## src/rtl/aes_key_schedule_if.sv

```systemverilog
// Bus bundle for the AES-128 key schedule: start/key load, status flags and
// the round-key read port. The master drives requests; the slave (the key
// schedule) returns status and read data.
interface aes_key_schedule_if #(
    parameter int IDX_W = 4
);
    logic             start;
    logic [127:0]     key_in;
    logic             busy;
    logic             ready;
    logic             rd_en;
    logic [IDX_W-1:0] rd_idx;
    logic             rd_rev;
    logic [127:0]     round_key;
    logic             rk_valid;
    logic             rd_err;

    modport master (
        output start, key_in, rd_en, rd_idx, rd_rev,
        input  busy, ready, round_key, rk_valid, rd_err
    );

    modport slave (
        input  start, key_in, rd_en, rd_idx, rd_rev,
        output busy, ready, round_key, rk_valid, rd_err
    );
endinterface

```

## src/rtl/aes_key_schedule.sv

```systemverilog
// Sequential AES-128 key expansion. The cipher key is stored as rk[0], then
// one round key is derived per clock from the previous one. Once all NR+1
// keys are stored, any of them can be read by index in forward or reversed
// order, with one registered result per cycle.
module aes_key_schedule #(
    parameter int NR    = 10,
    parameter int IDX_W = 4
) (
    input  logic               clk,
    input  logic               rst_n,
    aes_key_schedule_if.slave  bus
);
    typedef enum logic [1:0] {
        S_IDLE   = 2'd0,
        S_EXPAND = 2'd1,
        S_READY  = 2'd2
    } state_t;

    localparam logic [IDX_W-1:0] LAST_IDX = IDX_W'(NR);

    // Forward S-box, entry 0 in the top byte.
    localparam logic [2047:0] SBOX = {
        128'h637c777bf26b6fc53001672bfed7ab76,
        128'hca82c97dfa5947f0add4a2af9ca472c0,
        128'hb7fd9326363ff7cc34a5e5f171d83115,
        128'h04c723c31896059a071280e2eb27b275,
        128'h09832c1a1b6e5aa0523bd6b329e32f84,
        128'h53d100ed20fcb15b6acbbe394a4c58cf,
        128'hd0efaafb434d338545f9027f503c9fa8,
        128'h51a3408f929d38f5bcb6da2110fff3d2,
        128'hcd0c13ec5f974417c4a77e3d645d1973,
        128'h60814fdc222a908846eeb814de5e0bdb,
        128'he0323a0a4906245cc2d3ac629195e479,
        128'he7c8376d8dd54ea96c56f4ea657aae08,
        128'hba78252e1ca6b4c6e8dd741f4bbd8b8a,
        128'h703eb5664803f60e613557b986c11d9e,
        128'he1f8981169d98e949b1e87e9ce5528df,
        128'h8ca1890dbfe6426841992d0fb054bb16
    };

    function automatic logic [7:0] sbox(input logic [7:0] x);
        logic [10:0] base;
        // Entry x lives at bit offset (255 - x) * 8, and 255 - x == ~x.
        base = {~x, 3'b000};
        return SBOX[base +: 8];
    endfunction

    function automatic logic [7:0] rcon(input logic [IDX_W-1:0] r);
        logic [7:0] rc;
        case (r)
            IDX_W'(1):  rc = 8'h01;
            IDX_W'(2):  rc = 8'h02;
            IDX_W'(3):  rc = 8'h04;
            IDX_W'(4):  rc = 8'h08;
            IDX_W'(5):  rc = 8'h10;
            IDX_W'(6):  rc = 8'h20;
            IDX_W'(7):  rc = 8'h40;
            IDX_W'(8):  rc = 8'h80;
            IDX_W'(9):  rc = 8'h1b;
            IDX_W'(10): rc = 8'h36;
            default:    rc = 8'h00;
        endcase
        return rc;
    endfunction

    state_t           state_q, state_d;
    logic [IDX_W-1:0] cnt_q, cnt_d;
    logic [127:0]     rk_q [0:NR];
    logic [127:0]     round_key_q, round_key_d;
    logic             rk_valid_q, rk_valid_d;
    logic             rd_err_q, rd_err_d;

    logic             wr_en;
    logic [IDX_W-1:0] wr_idx;
    logic [127:0]     wr_data;

    logic [127:0]     prev_key;
    logic [31:0]      rot_word;
    logic [31:0]      sub_word;
    logic [31:0]      w0_n, w1_n, w2_n, w3_n;
    logic [127:0]     next_key;
    logic [IDX_W-1:0] rd_sel;

    // The round being produced is cnt_q, derived from the key stored just before it.
    assign prev_key = rk_q[cnt_q - 1'b1];
    assign rot_word = {prev_key[23:0], prev_key[31:24]};

    // One S-box lookup per byte of the rotated last word.
    for (genvar gi = 0; gi < 4; gi++) begin : g_sub_word
        assign sub_word[8*gi +: 8] = sbox(rot_word[8*gi +: 8]);
    end

    // Next round key: chained XOR across the four words.
    always_comb begin
        w0_n     = prev_key[127:96] ^ sub_word ^ {rcon(cnt_q), 24'h0};
        w1_n     = prev_key[95:64] ^ w0_n;
        w2_n     = prev_key[63:32] ^ w1_n;
        w3_n     = prev_key[31:0]  ^ w2_n;
        next_key = {w0_n, w1_n, w2_n, w3_n};
    end

    // Reversed reads mirror the index around NR.
    assign rd_sel = bus.rd_rev ? (LAST_IDX - bus.rd_idx) : bus.rd_idx;

    // Next-state, key-store write and read-port decode.
    always_comb begin
        state_d     = state_q;
        cnt_d       = cnt_q;
        wr_en       = 1'b0;
        wr_idx      = cnt_q;
        wr_data     = next_key;
        round_key_d = round_key_q;
        rk_valid_d  = 1'b0;
        rd_err_d    = 1'b0;

        case (state_q)
            S_IDLE, S_READY: begin
                if (bus.start) begin
                    state_d = S_EXPAND;
                    cnt_d   = IDX_W'(1);
                    wr_en   = 1'b1;
                    wr_idx  = '0;
                    wr_data = bus.key_in;
                end
            end
            S_EXPAND: begin
                // start is deliberately ignored here so an expansion always completes.
                wr_en = 1'b1;
                if (cnt_q == LAST_IDX) begin
                    state_d = S_READY;
                    cnt_d   = '0;
                end else begin
                    cnt_d = cnt_q + 1'b1;
                end
            end
            default: begin
                state_d = S_IDLE;
                cnt_d   = '0;
            end
        endcase

        // A concurrent start takes priority over a read, so the read is rejected.
        if (bus.rd_en) begin
            if (state_q == S_READY && bus.rd_idx <= LAST_IDX && !bus.start) begin
                round_key_d = rk_q[rd_sel];
                rk_valid_d  = 1'b1;
            end else begin
                rd_err_d = 1'b1;
            end
        end
    end

    // Control and read-port registers.
    always_ff @(posedge clk or negedge rst_n) begin
        if (!rst_n) begin
            state_q     <= S_IDLE;
            cnt_q       <= '0;
            round_key_q <= '0;
            rk_valid_q  <= 1'b0;
            rd_err_q    <= 1'b0;
        end else begin
            state_q     <= state_d;
            cnt_q       <= cnt_d;
            round_key_q <= round_key_d;
            rk_valid_q  <= rk_valid_d;
            rd_err_q    <= rd_err_d;
        end
    end

    // Round-key store, one entry written per cycle during expansion.
    always_ff @(posedge clk or negedge rst_n) begin
        if (!rst_n) begin
            for (int i = 0; i <= NR; i++) begin
                rk_q[i] <= '0;
            end
        end else if (wr_en) begin
            rk_q[wr_idx] <= wr_data;
        end
    end

    assign bus.busy      = (state_q == S_EXPAND);
    assign bus.ready     = (state_q == S_READY);
    assign bus.round_key = round_key_q;
    assign bus.rk_valid  = rk_valid_q;
    assign bus.rd_err    = rd_err_q;
endmodule

```

## src/flat_wrapper.sv

```systemverilog
// flat-port wrapper written by rule: the top's interface ports become plain ports
module aes_key_schedule_flat 
#(
    parameter int NR    = 10,
    parameter int IDX_W = 4
)
  (clk, rst_n, bus_start, bus_key_in, bus_rd_en, bus_rd_idx, bus_rd_rev, bus_busy, bus_ready, bus_round_key, bus_rk_valid, bus_rd_err);
  aes_key_schedule_if #(.IDX_W(IDX_W)) bus_i ();
  input  logic clk;
  input  logic rst_n;
  input wire logic [$bits(bus_i.start)-1:0] bus_start;
  input wire logic [$bits(bus_i.key_in)-1:0] bus_key_in;
  input wire logic [$bits(bus_i.rd_en)-1:0] bus_rd_en;
  input wire logic [$bits(bus_i.rd_idx)-1:0] bus_rd_idx;
  input wire logic [$bits(bus_i.rd_rev)-1:0] bus_rd_rev;
  output wire logic [$bits(bus_i.busy)-1:0] bus_busy;
  output wire logic [$bits(bus_i.ready)-1:0] bus_ready;
  output wire logic [$bits(bus_i.round_key)-1:0] bus_round_key;
  output wire logic [$bits(bus_i.rk_valid)-1:0] bus_rk_valid;
  output wire logic [$bits(bus_i.rd_err)-1:0] bus_rd_err;
  assign bus_i.start = bus_start;
  assign bus_i.key_in = bus_key_in;
  assign bus_i.rd_en = bus_rd_en;
  assign bus_i.rd_idx = bus_rd_idx;
  assign bus_i.rd_rev = bus_rd_rev;
  assign bus_busy = bus_i.busy;
  assign bus_ready = bus_i.ready;
  assign bus_round_key = bus_i.round_key;
  assign bus_rk_valid = bus_i.rk_valid;
  assign bus_rd_err = bus_i.rd_err;
  aes_key_schedule #(.NR(NR), .IDX_W(IDX_W)) u_core (.clk(clk), .rst_n(rst_n), .bus(bus_i));
endmodule
```

## config.mk

```make
export PLATFORM = sky130hd
export DESIGN_NAME = aes_key_schedule_flat
export DESIGN_NICKNAME = d
export VERILOG_FILES = /design/src/rtl/aes_key_schedule_if.sv /design/src/rtl/aes_key_schedule.sv /design/src/flat_wrapper.sv
export SDC_FILE = /design/constraint.sdc
export NUM_CORES = 2
export LEC_CHECK = 0
export ABC_CLOCK_PERIOD_IN_PS = 7900
export CORE_MARGIN = 2
export CORE_UTILIZATION = 29
export DETAILED_ROUTE_END_ITERATION = 8
export PLACE_DENSITY = 0.56
export SLEW_MARGIN = 20
export SYNTH_ARGS = -nofsm -noshare
export SYNTH_HDL_FRONTEND = slang
export SYNTH_SLANG_ARGS = --single-unit
```

## constraint.sdc

```tcl
create_clock -name clk -period 7.9 [get_ports clk]
set_input_delay 0.79 -clock clk [delete_from_list [all_inputs] [get_ports clk]]
set_output_delay 0.79 -clock clk [all_outputs]
set_load 0.01 [all_outputs]
```

# After elaboration in Yosys (flattened, before gate mapping)
# Memory sizes are Yosys's and may differ from the RTL's.
# Cells that the tools add are included.
[word_totals] romBits=128 input_bits=137 n_memories=1 regBits=1544
[memory_table] memory="(name not given)" depth=16 word_bits=8 rd=1 rd_ports_with_merged_regs=0 write_ports=0 line="aes_key_schedule.sv:50" rtl="case (r)"
[op_classes] order_cmp=5 eq_ne=5 reduce_logical=8 bitwise_logic=12 addsub=3 shift=4 mux=26
[op_table] op="2048-bit by 12-bit indexed part select with 8-bit output, first input constant" count=4
[op_table] op="1408-bit bitwise mux" count=1
[op_table] op="128-bit binary-select mux with 4-bit select" count=2
[op_table] op="128-bit two-way mux" count=7
[op_table] op="128-bit demux with 4-bit select" count=1
[op_table] op="32-bit bitwise XOR" count=5
[op_table] op="8-bit NOT" count=4
[op_table] op="4-bit two-way mux" count=5
[op_table] op="5-bit greater-or-equal comparator, second input constant" count=3
[op_table] op="4-bit NOT with 5-bit output" count=3
[op_table] op="4-bit case mux with 2 select lines" count=1
[op_table] op="5-bit by 1-bit less-than comparator with 1-bit output, second input constant" count=1
[op_table] op="1-bit two-way mux" count=5
[op_table] op="4-bit by 1-bit adder with 4-bit output, second input constant" count=1
[op_table] op="4-bit == test, second input constant" count=1
[op_table] op="4-bit less-or-equal comparator, second input constant" count=1
[op_table] op="2-bit two-way mux" count=2
[op_table] op="2-bit case mux with 2 select lines" count=1
[op_table] op="2-bit AND reduction" count=2
[op_table] op="4-bit by 1-bit subtractor with 4-bit output, second input constant" count=1
[op_table] op="4-bit subtractor, first input constant" count=1
[op_table] op="1-bit logical AND" count=3
[op_table] op="2-bit by 1-bit == test with 1-bit output, second input constant" count=1
[op_table] op="2-bit == test, second input constant" count=1
[op_table] op="other kinds (6)" count=6

# Longest topological paths before layout
[logic_depth] ltp_word=15 ltp_mapped=34

# Worst setup path before layout
# No wires, ideal clock.
[synth_timing] kind="register to register" from="reg u_core.cnt_q[0]" to="reg u_core.rk_q[2] in the netlist's numbering" period_less_slack_ns=7.399 t_required_ns=7.775 arrival_ns=7.274 path_slack_ns=0.501 path_stages_with_launch=32 path_cell_list="dfrtp_1 buf_6 inv_2 clkbuf_1 buf_2 buf_1 buf_1 clkbuf_1 clkbuf_1 ha_1 buf_4 buf_6 buf_6 buf_6 mux4_2 mux2_1 nand2_1 o21ai_4 buf_2 buf_2 ha_1 clkbuf_1 nor3_1 o32ai_1 a2111oi_2 nor3_1 a211oi_2 xor2_2 xnor3_1 and2_1 buf_6 mux2_4"
[synth_between] elab_chain_len=15
[synth_lines] element="start, declared" line="aes_key_schedule.sv:67" rtl="logic [IDX_W-1:0] cnt_q, cnt_d;"
[synth_lines] element="start signal, assigned" line="aes_key_schedule.sv:163" rtl="cnt_q <= cnt_d;"
[synth_lines] element="4-bit by 1-bit subtractor with 4-bit output" line="aes_key_schedule.sv:85" rtl="assign prev_key = rk_q[cnt_q - 1'b1];"
[synth_lines] element="4-bit NOT with 5-bit output (implied by the code)" line="aes_key_schedule.sv:85"
[synth_lines] element="128-bit binary-select mux with 4-bit select" line="aes_key_schedule.sv:85"
[synth_lines] element="128-bit two-way mux (implied by the code) (2 in a row)" line="aes_key_schedule.sv:85"
[synth_lines] element="8-bit NOT" line="aes_key_schedule.sv:44" rtl="base = {~x, 3'b000};"
[synth_lines] element="2048-bit by 12-bit indexed part select with 8-bit output" line="aes_key_schedule.sv:45" rtl="return SBOX[base +: 8];"
[synth_lines] element="32-bit bitwise XOR (2 in a row)" line="aes_key_schedule.sv:95" rtl="w0_n = prev_key[127:96] ^ sub_word ^ {rcon(cnt_q), 24'h0};"
[synth_lines] element="32-bit bitwise XOR" line="aes_key_schedule.sv:96" rtl="w1_n = prev_key[95:64] ^ w0_n;"
[synth_lines] element="32-bit bitwise XOR" line="aes_key_schedule.sv:97" rtl="w2_n = prev_key[63:32] ^ w1_n;"
[synth_lines] element="32-bit bitwise XOR" line="aes_key_schedule.sv:98" rtl="w3_n = prev_key[31:0] ^ w2_n;"
[synth_lines] element="128-bit two-way mux" line="aes_key_schedule.sv:118" rtl="if (bus.start) begin"
[synth_lines] element="128-bit two-way mux" line="aes_key_schedule.sv:116" rtl="case (state_q)"
[synth_lines] element="1408-bit bitwise mux (*)" line="aes_key_schedule.sv:177" rtl="rk_q[wr_idx] <= wr_data;"
[synth_lines] element="end signal, assigned by index" line="aes_key_schedule.sv:177"
[synth_lines] element="end, declared" line="aes_key_schedule.sv:68" rtl="logic [127:0] rk_q [0:NR];"
# Every way passes the cells marked *; elsewhere a longest branch is shown, timed or not. The select of a mux whose other input is x is not followed.
# A chain may end at the register's enable or synchronous reset.

# Final worst setup path
[layout_timing] from="reg u_core.cnt_q[1]" to="reg u_core.rk_q[712] in the netlist's numbering"
[layout_between] elab_chain_len=13
[layout_lines] element="4-bit by 1-bit subtractor with 4-bit output" line="aes_key_schedule.sv:85"
[layout_lines] element="4-bit NOT with 5-bit output (implied by the code)" line="aes_key_schedule.sv:85"
[layout_lines] element="128-bit binary-select mux with 4-bit select" line="aes_key_schedule.sv:85"
[layout_lines] element="128-bit two-way mux (implied by the code) (2 in a row)" line="aes_key_schedule.sv:85"
[layout_lines] element="8-bit NOT" line="aes_key_schedule.sv:44"
[layout_lines] element="2048-bit by 12-bit indexed part select with 8-bit output" line="aes_key_schedule.sv:45"
[layout_lines] element="32-bit bitwise XOR (2 in a row)" line="aes_key_schedule.sv:95"
[layout_lines] element="32-bit bitwise XOR" line="aes_key_schedule.sv:96"
[layout_lines] element="128-bit two-way mux" line="aes_key_schedule.sv:118"
[layout_lines] element="128-bit two-way mux" line="aes_key_schedule.sv:116"
[layout_lines] element="1408-bit bitwise mux (*)" line="aes_key_schedule.sv:177"
# Marks and branches as above.

==> impl_metrics.toml <==
[layout]
fill_cells = 34100
syn2layout_area_growth_pct = 14.5
num-nets-final = 10600
fin_util_pct = 33.3
seq_area_sq_mm = 0.0386
drive_gt1_share_pct = 13.7
multi_input_area_sq_mm = 0.0518

[sta]
fmax_mhz = 127
layout_min_cycle_time_ns = 7.87
finalCritPeriodShare_pct = 99.7
worst_slew_pin_slew_ns = 1.24
slew_viol_final = 0
hold_viol = 0
clock_skew_ns = 0.0911
grt_setup_unrepaired = "no"
relSlewSlack_pct = 16.5
setup_viol = 0
tns_ns = 0

[synth]
synth_area_leaders = "dfrtp_1 41%, mux4_2 12%, o21ai_0 8.2%, nand2_1 8.1%, a21oi_1 4.4%"
yosys_register_bits = 1544
syn-cell-area_sq_mm = 0.0951
synth_area_leader_cell = "dfrtp_1"
async_flop_share_pct = 100
syn_area_per_cell_sq_um = 8.98
yosysSeqAreaShare_pct = 40.6
synth.distinct_cells = 104
netlist.area_leader.share_pct = 40.6
yosysWarnings = 0
netlist_instances = 10600
syn-num-nets = 10800
synth_edf_count = 0
ys.flop_type = "dfrtp_1"

[critical_path]
path_delay_family = "compound AO/OA/AOI/OAI gates"
cp.arrival_ns = 8.66
crit_type = "register to register"
cpPeakStageDelay_ns = 0.80
startpoint_type = "register"
cp_data_required_time_ns = 8.69
cp_slowest_cell = "xor2_1"
crit_fanout = 38
end_kind = "register"
crit_buf_inv = 4
path_cells = "inv_1, ha_4, buf_12, mux2i_1, a221o_1, o21ai_4, buf_4, nor2_1, a221o_1, o2111ai_1, a2111oi_0, buf_4, a211oi_2, xor2_1, xor2_1, or2_2, o21ai_0"

[routing]
finalWirelength_um = 449000
viasPerCell = 5.89
drt_pass1_iterations = 7
drtAntennaViolNets = 0
first_iter_violations = 11000
wl_per_cell_um = 30.1
drcViolationCount = 0
num_vias = 87700

[global_route]
grt_pass1_wl_um = 645000
grt_antenna_before_repair = 39
grt_start_max_net_pins = 162
grt_usage_pct = 26.4
grt_pass1_vias = 83900
grt.overflow.total = 0

[clocking]
path_clk_slew_ns = 0.06
cts_inserted_buffers = 183
htree_levels = 4
root_buffer = "clkbuf_16"
cts_tree = "yes"
clock_sinks = 1544
clk_latency_ns = 0.92
clock_path_buffers = 4

[job]
maxCapViolations = 0

[placement]
io_buffer_count = 268
gp_congestion = 1.03
dpl.hpwl_um = 297000

[floorplanning]
die-area_sq_mm = 0.333
start_util_pct = 29.1
std_cell_rows = 210
core_area_sq_mm = 0.327
die_width_um = 577
pin_count = 269
die_h_um = 577

[outcome]
outcome = "completed"

[worst_hold_path]
hold_class = "primary input to register"
cells by family after synthesis:
family                     after synthesis  synth area share, %
and+or+nand+nor                       3288                 14.1
adders and majority gates               65                0.855
muxes                                  736                 14.4
xor gates and xnor gates               185                 1.92
AOI/OAI and AO/OA                     3626                 22.8
DFF                                   1544                 40.6
buffers and inverters                 1145                 5.36
per-stage QoR:
step | std cells | hold slack (ns) | area, sq um | worst slack [ns]
2_1_floorplan | 10600 | 0.458 | 95100 | 0.501
3_3_place_gp | 14500 | 0.460 | 103000 | 0.116
3_5_place_dp | 14600 | 0.470 | 103000 | 0.286
4_1_cts | 14900 | 0.426 | 109000 | 0.247
5_1_grt | 14900 | 0.493 | 109000 | 0.00576
6_report | 14900 | 0.467 | 109000 | 0.0252
placed cells by master (no fill, tap or decap), types with 44 or more instances in the layout:
master	instances
clkbuf_1	44
nor3_1	117
nor2_1	674
ha_1	64
buf_12	48
mux2i_1	178
xor2_1	49
nand2_1	2035
dfrtp_1	1543
buf_4	403
mux4_2	496
o211ai_1	122
a31oi_1	188
a211oi_1	224
mux2_2	48
xnor2_1	107
clkbuf_16	187
o31ai_1	101
nand3_1	214
a311oi_1	61
o21ai_0	1550
clkdlybuf4s50_1	266
a21oi_1	839
sequential cells by signal (all words and copies together), names as in the netlist:
name	cells
u_core.cnt_q	4
u_core.bus.round_key	128
u_core.bus.rd_err	1
u_core.rk_q	1408
u_core.state_q	2
u_core.bus.rk_valid	1
cell type report:
class,count,share of cell area (%)
multi-input combinational,7900,47.6
sequential,1544,35.5
timing repair buffer,721,6.16
tap,4346,4.99
clock buffer,265,4.88
clock inverter,63,0.767
inverter,40,0.142
antenna,8,0.0184
cell usage after synthesis (all sizes together) (19+ instances only):
cell type and instances:
a21o 24, xor2 54, o221ai 35, nand2b 36, mux2i 179, nor2 695
nor3 119, ha 65, o211ai 124, a311o 20, nand3 217, or2 21
mux4 496, o31ai 104, o21ai 1598, inv 39, xnor2 119, nand2 2048
clkbuf 712, a21oi 846, a22oi 35, a211oi 231, nor4 19, and3 34
a31oi 189, buf 393, mux2 61, o2111ai 28, a311oi 61, nand4 23
o311ai 41, o21a 25, o22ai 37, a211o 21, and2 33, a221oi 32
dfrtp 1544
repair_timing:
action,CTS,global route
hold buffers,1,0
setup buffers,0,0
hold endpoints to repair,96,0
resized for setup,0,1
endpoints found under the setup margin,0,2
worst min-delay path, cell delays in order:
cell	delay, ns
clkdlybuf4s50_1	0.40
nand2_1	0.06
o21ai_0	0.07
routing by layer:
| layer | routed length [um] | share of wire (%) | GRT usage (%) |
|---|---|---|---|
| met1 | 187000 | 42 | 35.6 |
| met2 | 192000 | 43 | 38.9 |
| met3 | 39400 | 8.8 | 5.56 |
| met4 | 30100 | 6.7 | 15.3 |
| met5 | 213 | 0.047 | 0 |
path summary, 6_finish.rpt:
kind / end / slack, ns / cells past startpoint / startpoint
min in group asynchronous: u_core.bus.round_key[73] / 0.52 / 2 / rst_n
hold / removal: u_core.rk_q[1312] / 0.47 / 3 / bus_key_in[32]
setup reg to reg: u_core.rk_q[712] / 0.03 / 17 / u_core.cnt_q[1]
hold reg to reg: u_core.bus.round_key[4] / 0.47 / 2 / u_core.bus.round_key[4]
max in group asynchronous: u_core.rk_q[39] / 5.36 / 4 / rst_n
setup / recovery: u_core.rk_q[712] / 0.03 / 17 / u_core.cnt_q[1]
Power is left out: the tool's default activity adds up to more than one toggle a clock period on the data nets, which glitch-free logic cannot reach.
